--- src/rtl/ser_pkg.sv ---
// rtl/ser_pkg.sv - shared widths and state encoding for word_serializer and its downstream shifter
package ser_pkg;

    localparam int WIDTH  = 16;
    localparam int CNT_W  = 4;
    localparam int WCNT_W = 8;

    typedef enum logic {
        IDLE  = 1'b0,
        SHIFT = 1'b1
    } ser_state_t;

endpackage

--- src/rtl/word_skid_buf.sv ---
// rtl/word_skid_buf.sv - one-entry holding buffer, compiled only when SER_SKID_EN is defined
`ifdef SER_SKID_EN
module word_skid_buf
    import ser_pkg::*;
#(
    parameter int W = WIDTH
) (
    input  logic         clk,
    input  logic         reset,
    input  logic         push,
    input  logic         pop,
    input  logic [W-1:0] push_data,
    output logic         full,
    output logic [W-1:0] data,
    output logic         ready
);

    // Data register and full flag; a push in the same cycle as a pop keeps the entry full.
    always_ff @(posedge clk) begin
        if (!reset) begin
            full <= 1'b0;
            data <= '0;
        end else begin
            if (push) begin
                data <= push_data;
            end
            if (push) begin
                full <= 1'b1;
            end else if (pop) begin
                full <= 1'b0;
            end
        end
    end

    // Space is available only while the entry is empty and the block is out of reset.
    assign ready = !full && reset;

endmodule
`endif

--- src/rtl/word_serializer.sv ---
// rtl/word_serializer.sv - MSB-first parallel-to-serial transmitter; SER_SKID_EN adds a one-word skid buffer
module word_serializer
    import ser_pkg::*;
#(
    parameter int WIDTH  = ser_pkg::WIDTH,
    parameter int CNT_W  = ser_pkg::CNT_W,
    parameter int WCNT_W = ser_pkg::WCNT_W
) (
    input  logic              clk,
    input  logic              reset,
    input  logic [WIDTH-1:0]  din_word,
    input  logic              din_valid,
    output logic              din_ready,
    output logic              ser_d,
    output logic              ser_en,
    output logic              busy,
    output logic              word_done,
    output logic [WCNT_W-1:0] words_sent
);

    ser_state_t        state, state_next;
    logic [WIDTH-1:0]  shreg;
    logic [CNT_W-1:0]  bitcnt;
    logic [WCNT_W-1:0] wcnt;
    logic              last;
    logic              xfer;
    logic              load;
    logic [WIDTH-1:0]  load_word;
    logic              buf_full;

    assign last = (state == SHIFT) && (bitcnt == CNT_W'(WIDTH - 1));
    assign xfer = din_valid && din_ready;

`ifdef SER_SKID_EN
    logic             buf_push;
    logic             buf_pop;
    logic [WIDTH-1:0] buf_data;

    word_skid_buf #(.W(WIDTH)) u_skid (
        .clk       (clk),
        .reset     (reset),
        .push      (buf_push),
        .pop       (buf_pop),
        .push_data (din_word),
        .full      (buf_full),
        .data      (buf_data),
        .ready     (din_ready)
    );

    // Route each accepted word to shreg or the buffer and pick the next state.
    always_comb begin
        state_next = state;
        load       = 1'b0;
        load_word  = din_word;
        buf_push   = 1'b0;
        buf_pop    = 1'b0;
        case (state)
            IDLE: begin
                if (xfer) begin
                    load       = 1'b1;
                    state_next = SHIFT;
                end
            end
            SHIFT: begin
                if (last) begin
                    if (buf_full) begin
                        load      = 1'b1;
                        load_word = buf_data;
                        buf_pop   = 1'b1;
                        buf_push  = xfer;
                    end else if (xfer) begin
                        load = 1'b1;
                    end else begin
                        state_next = IDLE;
                    end
                end else begin
                    buf_push = xfer;
                end
            end
            default: state_next = IDLE;
        endcase
    end
`else
    assign buf_full  = 1'b0;
    assign din_ready = (state == IDLE) && reset;

    // Accept only when idle; always return to idle after the last bit.
    always_comb begin
        state_next = state;
        load       = 1'b0;
        load_word  = din_word;
        case (state)
            IDLE: begin
                if (xfer) begin
                    load       = 1'b1;
                    state_next = SHIFT;
                end
            end
            SHIFT: begin
                if (last) begin
                    state_next = IDLE;
                end
            end
            default: state_next = IDLE;
        endcase
    end
`endif

    // State register.
    always_ff @(posedge clk) begin
        if (!reset) begin
            state <= IDLE;
        end else begin
            state <= state_next;
        end
    end

    // Shift register, bit counter and completed-word counter.
    always_ff @(posedge clk) begin
        if (!reset) begin
            shreg  <= '0;
            bitcnt <= '0;
            wcnt   <= '0;
        end else begin
            if (load) begin
                shreg  <= load_word;
                bitcnt <= '0;
            end else if (state == SHIFT) begin
                shreg  <= {shreg[WIDTH-2:0], 1'b0};
                bitcnt <= bitcnt + 1'b1;
            end
            if (last) begin
                wcnt <= wcnt + 1'b1;
            end
        end
    end

    // Serial outputs come from registers only, so inputs cannot glitch them.
    always_comb begin
        ser_en    = (state == SHIFT);
        ser_d     = shreg[WIDTH-1];
        word_done = last;
        busy      = (state == SHIFT) || buf_full;
    end

    assign words_sent = wcnt;

endmodule

--- config.mk ---
export PLATFORM = sky130hd
export DESIGN_NAME = word_serializer
export DESIGN_NICKNAME = d
export VERILOG_FILES = /design/src/rtl/ser_pkg.sv /design/src/rtl/word_skid_buf.sv /design/src/rtl/word_serializer.sv
export SDC_FILE = /design/constraint.sdc
export NUM_CORES = 1
export LEC_CHECK = 0
export CAP_MARGIN = 20
export CORE_ASPECT_RATIO = 0.8
export CORE_MARGIN = 3
export CORE_UTILIZATION = 50
export CTS_BUF_LIST = sky130_fd_sc_hd__clkbuf_4
export DETAILED_ROUTE_END_ITERATION = 6
export PLACE_DENSITY = 0.86
export SKIP_LAST_GASP = 1
export SLEW_MARGIN = 5
export SYNTH_ARGS = -nofsm -noshare
export SYNTH_HDL_FRONTEND = slang
export SYNTH_SLANG_ARGS = --single-unit
--- constraint.sdc ---
create_clock -name clk -period 3.2 [get_ports clk]
set_clock_uncertainty 0.05 [all_clocks]
set_input_delay 0.48 -clock clk [delete_from_list [all_inputs] [get_ports clk]]
set_output_delay 0.48 -clock clk [all_outputs]
set_load 0.03 [all_outputs]
==> results of run 1 <==
final timing paths:
path                                       to     startpoint  slack (ns)  cells after the start
worst max-delay path                word_done      bitcnt[0]        0.52                      4
worst min-delay path            words_sent[7]  words_sent[7]        0.43                      2
worst max register to register  words_sent[6]      bitcnt[0]        1.45                      4
worst min register to register  words_sent[7]  words_sent[7]        0.43                      2
layout by cell type, fill, tap and decap left out:
master,Yosys,final
xor2_1,2,2
ha_1,2,2
nor2b_1,1,1
nand4_2,1,1
nor4_2,1,1
o21ai_0,4,4
dfxtp_1,29,29
inv_2,1,1
buf_4,2,3
inv_1,3,3
clkbuf_4,0,8
nand3_1,5,5
o31ai_1,2,2
or3_1,3,3
nor3b_1,2,2
nor3_1,2,2
nand2b_1,1,1
xnor2_1,1,1
mux2i_1,18,18
nand2_1,4,4
a21oi_1,9,9
nor2_1,21,21
mux2_2,15,15
clkdlybuf4s50_1,0,31
or4_1,2,2
cell type report:
| type | count | area, µm² |
|---|---|---|
| fillers | 208 | 773.2 |
| multi-input cells | 96 | 695.7 |
| flip-flops and latches | 29 | 580.6 |
| repair buffers | 34 | 332.8 |
| clock buffers | 8 | 60.06 |
| well taps | 36 | 45.04 |
| inverters | 4 | 15.01 |
metal layers:
layer,global-route usage,share of wire,vias up
met3,0.06223,0.037,5
met1,0.2037,0.44,494
met4,0.08244,0.017,0
li1,-,-,547
met2,0.3122,0.50,21
met5,0,0,-
flip-flops by register name, indices dropped and copies added (netlist names):
signal,count
words_sent,8
busy,1
bitcnt,4
shreg,16
logic make-up after synthesis:
logic type	count (synthesis)
compound gates	15
xor+xnor	3
fa+ha+maj	2
buf+inv	13
flops	29
mux	33
simple gates	43
stage by stage:
stage                     worst slack [ns]  utilization  total power, mW  instance area [µm²]
final                               0.5150       0.6910           0.7217                 1729
after global routing                0.3465       0.6910           0.7646                 1729
after CTS                           0.5122       0.6910           0.7282                 1729
after detailed placement            0.8272       0.6670           0.5000                 1669
after global placement              0.8245       0.6670           0.4943                 1669
after floorplan                      1.432            -           0.4602                 1339
power by group through the flow:
stage	combinational (mW)	clock (mW)	sequential (mW)
floorplan	0.0651	0	0.395
global placement	0.101	0	0.393
detailed placement	0.106	0	0.394
CTS	0.106	0.236	0.386
global route	0.114	0.262	0.388
finish	0.105	0.231	0.386
worst max-delay path, stage by stage (launching register included):
cell	delay (ns)
dfxtp_1	0.39
ha_1	0.22
nand4_2	0.28
inv_1	0.24
clkdlybuf4s50_1	0.72
==> run_results.csv, run 1 <==
group,metric,value,unit
sta,tns,0,ns
setup_path,worstSetupPathType,"reg -> out",
sta,drv_slew,0,
layout,nets,191,
power,p_clk_frac,0.320,
yosys,synth_mux_area_frac,0.2607,
placed_design,dp_cells,199,
floorplan,fp.dieArea,0.003338,mm²
setup_path,required,2.67,ns
drt,drt_wl_total,2708,µm
setup_path,cp-start-kind,"register",
yosys,synthCells,138,
clock_network,holdBufCountCts,0,
setup_path,endpoint_kind,"output pin",
yosys,synth_area,0.001339,mm²
floorplan,core_area,0.002502,mm²
clock_network,root_buffer,"clkbuf_4",
clock_network,clk_latency,0.32,ns
sta,rsz0062_at_grt,"no",
yosys,synth_cell_types,25,
global_routing,grt_pass1_wl,4609,µm
yosys,synth_nets,159,
yosys,synth_top_family_by_area,"multiplexers",
yosys,synth_seq_cells,29,
setup_path,worstPathArrival,2.15,ns
drt,vias_per_cell,5.155,
yosys,yosysMostFrequentCell,"dfxtp_1",
power,powerDensity,417.4,mW/mm²
global_routing,grt_overflow,0,
power,switchingPower,0.1727,mW
drt,dr_total_vias,1067,
sta,final_hold_viol_count,0,
global_routing,grt_pass1_vias,1019,
drt,firstDrtPassIters,5,
yosys,avgSynthCellArea,9.701,µm²
yosys,ys_warn_count,0,
power,leakagePower,0.6812,nW
run_status,status,"finished clean",
floorplan,die_x,63.85,µm
floorplan,pin_count,32,
drt,drc,0,
sta,relSlewSlack,0.6992,
clock_network,numCtsBuffers,5,
clock_network,postCtsResizedCells,0,
layout,antenna_cells,0,
yosys,synth.yosys.seq_area_share,0.4336,
yosys,synth-simple-area-share,0.1607,
layout,drive_gt1_frac,0.1696,
placed_design,portBuffers,31,
floorplan,initial_utilization,0.5350,
global_routing,grt_max_degree,28,
yosys,synth-xor-area-share,0.01963,
sta,fmax,372.4,MHz
drt,ant_nets,0,
yosys,yosys_most_used_dff,"dfxtp_1",
placed_design,place_congestion,0.6789,
floorplan,std_cell_rows,16,
power,p_int,0.5490,mW
setup_path,worst-path-max-fanout,13,
sta,timing.hold.ws,0.4279,ns
clock_network,htreeDepth,2,
sta,final-setup-viol-count,0,
global_routing,grt_antenna_before_repair,0,
min_path,min_path_type,"reg -> reg",
drt,drtIter0Drc,62,
yosys,synth-edff-count,0,
power,seqPwrFrac,0.534,
yosys,synthTopCellsByCount,"dfxtp_1 (29), nor2_1 (21), mux2i_1 (18)",
power,switching_share,0.2393,
clock_network,clockBufferDepth,2,
power,power.share.combinational,0.145,
yosys,synth-compound-area-share,0.05981,
yosys,ys_async_sr_fraction,0,
sta,period_needed,2.685,ns
layout,final_cells,207,
yosys,synthTopCellsByArea,"dfxtp_1 (43%), mux2i_1 (13%), mux2_2 (13%)",
yosys,synth_top_cell_by_area,"dfxtp_1",
drt,wl_per_cell,13.08,µm
yosys,synth_top_area_frac,0.4336,
clock_network,cts_tree,"yes",
yosys,synthAdderAreaFrac,0.01869,
sta,worst_pin_slew,0.4498,ns
sta,period_share,0.8391,
clock_network,cts.clk_slew.worst_paths,0.08,ns
floorplan,chipHeight,52.28,µm
power,peakVddDrop,0.3034,mV
layout,area_growth,29.16,%
clock_network,clock_sinks,29,
clock_network,cts_setup_buffers,0,
flow_run,maxCapViolCount,0,
global_routing,grt.total_usage,0.1813,
placed_design,hpwl,1957,µm
No activity file was read; power rests on OpenSTA's default activity.
==> run 2: changes to the inputs <==
CORE_UTILIZATION = 46   (was 50)
PLACE_DENSITY = 0.84   (was 0.86)
clock period = 2.4 ns   (was 3.2 ns; I/O delays follow)
==> run 2 against run 1 <==
  * Sequential share of layout area is 0.098 points higher
  * Count of clock-buffer cells in the layout is 3 lower
  * Die area is 7.8% higher
  * Flip-flop and latch count stayed put
  * Setup slack worse by 0.28 ns
  * Critical endpoint is now din_ready
==> run_results.csv, run 2 (synthesized netlist as in run 1, its figures left out) <==
group,metric,value,unit
drt,drtIter0Drc,55,
clock_network,root_buffer,"clkbuf_4",
sta,period_needed,2.160,ns
drt,firstDrtPassIters,4,
clock_network,numCtsBuffers,5,
layout,nets,192,
sta,rsz0062_at_grt,"no",
global_routing,grt_overflow,0,
sta,worst_pin_slew,0.4514,ns
layout,fin_util,0.6625,
sta,fmax,462.9,MHz
flow_run,maxCapViolCount,0,
clock_network,cts_setup_buffers,0,
layout,drive_gt1_frac,0.1686,
floorplan,std_cell_rows,16,
setup_path,r2r_start,"busy",
drt,vias_per_cell,5.149,
global_routing,grt_max_degree,28,
drt,drt_wl_total,2864,µm
setup_path,worst-path-max-fanout,4,
drt,drc,0,
sta,period_share,0.9000,
layout,layout_commonest_cell,"clkdlybuf4s50_1",
global_routing,grt_pass1_vias,1069,
setup_path,rrSetupSlack,0.59,ns
layout,top_register,"shreg",
floorplan,die_x,66.32,µm
clock_network,clockBufferDepth,2,
layout,largest_reg_flops,16,
setup_path,worstPathArrival,1.75,ns
setup_path,worstReg2RegEnd,"words_sent[6]",
clock_network,holdBufCountCts,0,
setup_path,worstSetupPathType,"in -> out",
clock_network,htreeDepth,2,
placed_design,dp_cells,200,
floorplan,pin_count,32,
clock_network,clock_sinks,29,
drt,dr_total_vias,1071,
floorplan,core_area,0.002603,mm²
layout,antenna_cells,0,
clock_network,cts.clk_slew.worst_paths,0.08,ns
floorplan,fp.dieArea,0.003598,mm²
setup_path,path_cells,"clkdlybuf4s50_1 > inv_2 > nor2_1 > clkdlybuf4s50_1",
sta,drv_slew,0,
placed_design,place_congestion,0.7042,
floorplan,chipHeight,54.25,µm
setup_path,reg2regPathDepth,3,
sta,tns,0,ns
run_status,status,"finished clean",
global_routing,grt.total_usage,0.1791,
clock_network,postCtsResizedCells,0,
global_routing,grt_pass1_wl,4692,µm
power,leakagePower,0.6815,nW
placed_design,portBuffers,31,
clock_network,cts_tree,"yes",
setup_path,startpoint,"reset",
floorplan,initial_utilization,0.5144,
setup_path,cpMostUsedCell,"clkdlybuf4s50_1",
setup_path,cp_slowest_stage_delay,0.68,ns
sta,relSlewSlack,0.6987,
layout,most-common-layout-cells,"clkdlybuf4s50_1 (30), dfxtp_1 (29), nor2_1 (21)",
setup_path,critPathCapture,"din_ready",
power,peakVddDrop,0.3838,mV
setup_path,crit_path_top_delay_cell,"clkdlybuf4s50_1",
setup_path,endpoint_kind,"output pin",
placed_design,hpwl,2143,µm
power,powerDensity,540.0,mW/mm²
setup_path,required,1.99,ns
setup_path,cp-start-kind,"input port",
layout,nFillCells,222,
clock_network,clk_latency,0.33,ns
sta,final-setup-viol-count,0,
layout,area_growth,28.78,%
drt,ant_nets,0,
drt,wl_per_cell,13.77,µm
sta,timing.hold.ws,0.4206,ns
global_routing,grt_antenna_before_repair,0,
layout,final_cells,208,
sta,final_hold_viol_count,0,
min_path,min_path_type,"reg -> reg",
==> run 2: layout make-up <==
type | instances | area (µm²) | share of cell area
clock buffers | 5 | 37.54 | 0.02177
clock inverters | 3 | 12.51 | 0.007257
inverters | 4 | 15.01 | 0.008708
multi-input cells | 96 | 695.7 | 0.4035
flip-flops and latches | 29 | 580.6 | 0.3367
well taps | 36 | 45.04 | 0.02612
repair buffers | 35 | 337.8 | 0.1959
==> run 2: worst min-delay path by stage <==
stage                  start             to  slack, ns  depth (start not counted)
3_3_place_gp   words_sent[7]  words_sent[7]       0.41                          2
4_1_cts        words_sent[7]  words_sent[7]       0.42                          2
2_1_floorplan       shreg[9]      shreg[10]       0.41                          2
5_1_grt        words_sent[7]  words_sent[7]       0.44                          2
6_report       words_sent[7]  words_sent[7]       0.42                          2
3_5_place_dp   words_sent[7]  words_sent[7]       0.41                          2
==> run 2: through the flow <==
step                setup slack (ns)  area [µm²]  total power [mW]
detailed placement            0.2372        1674            0.6691
global route                  0.1071        1724            0.9803
floorplan                     0.7519        1339            0.6135
global placement              0.2477        1674            0.6606
finish                        0.2399        1724            0.9310
CTS                           0.2377        1724            0.9417
==> run 2: power by group <==
group	switching, mW	total [mW]	internal [mW]
Sequential	0.0160	0.518	0.502
Combinational	0.0586	0.139	0.0805
Clock	0.168	0.274	0.106
Total	0.243	0.931	0.688
==> run 2: worst max-delay path, delay by kind of cell <==
| family | cells | cell delay, ns |
|---|---|---|
| buffers and inverters | 3 | 1.28 |
| and+or+nand+nor | 1 | 0.11 |
==> run 2: metal layers <==
layer	part of all wire	global-route usage
met2	0.51	0.3278
met5	0	0
met1	0.43	0.1909
met4	0.019	0.09122
met3	0.040	0.05133
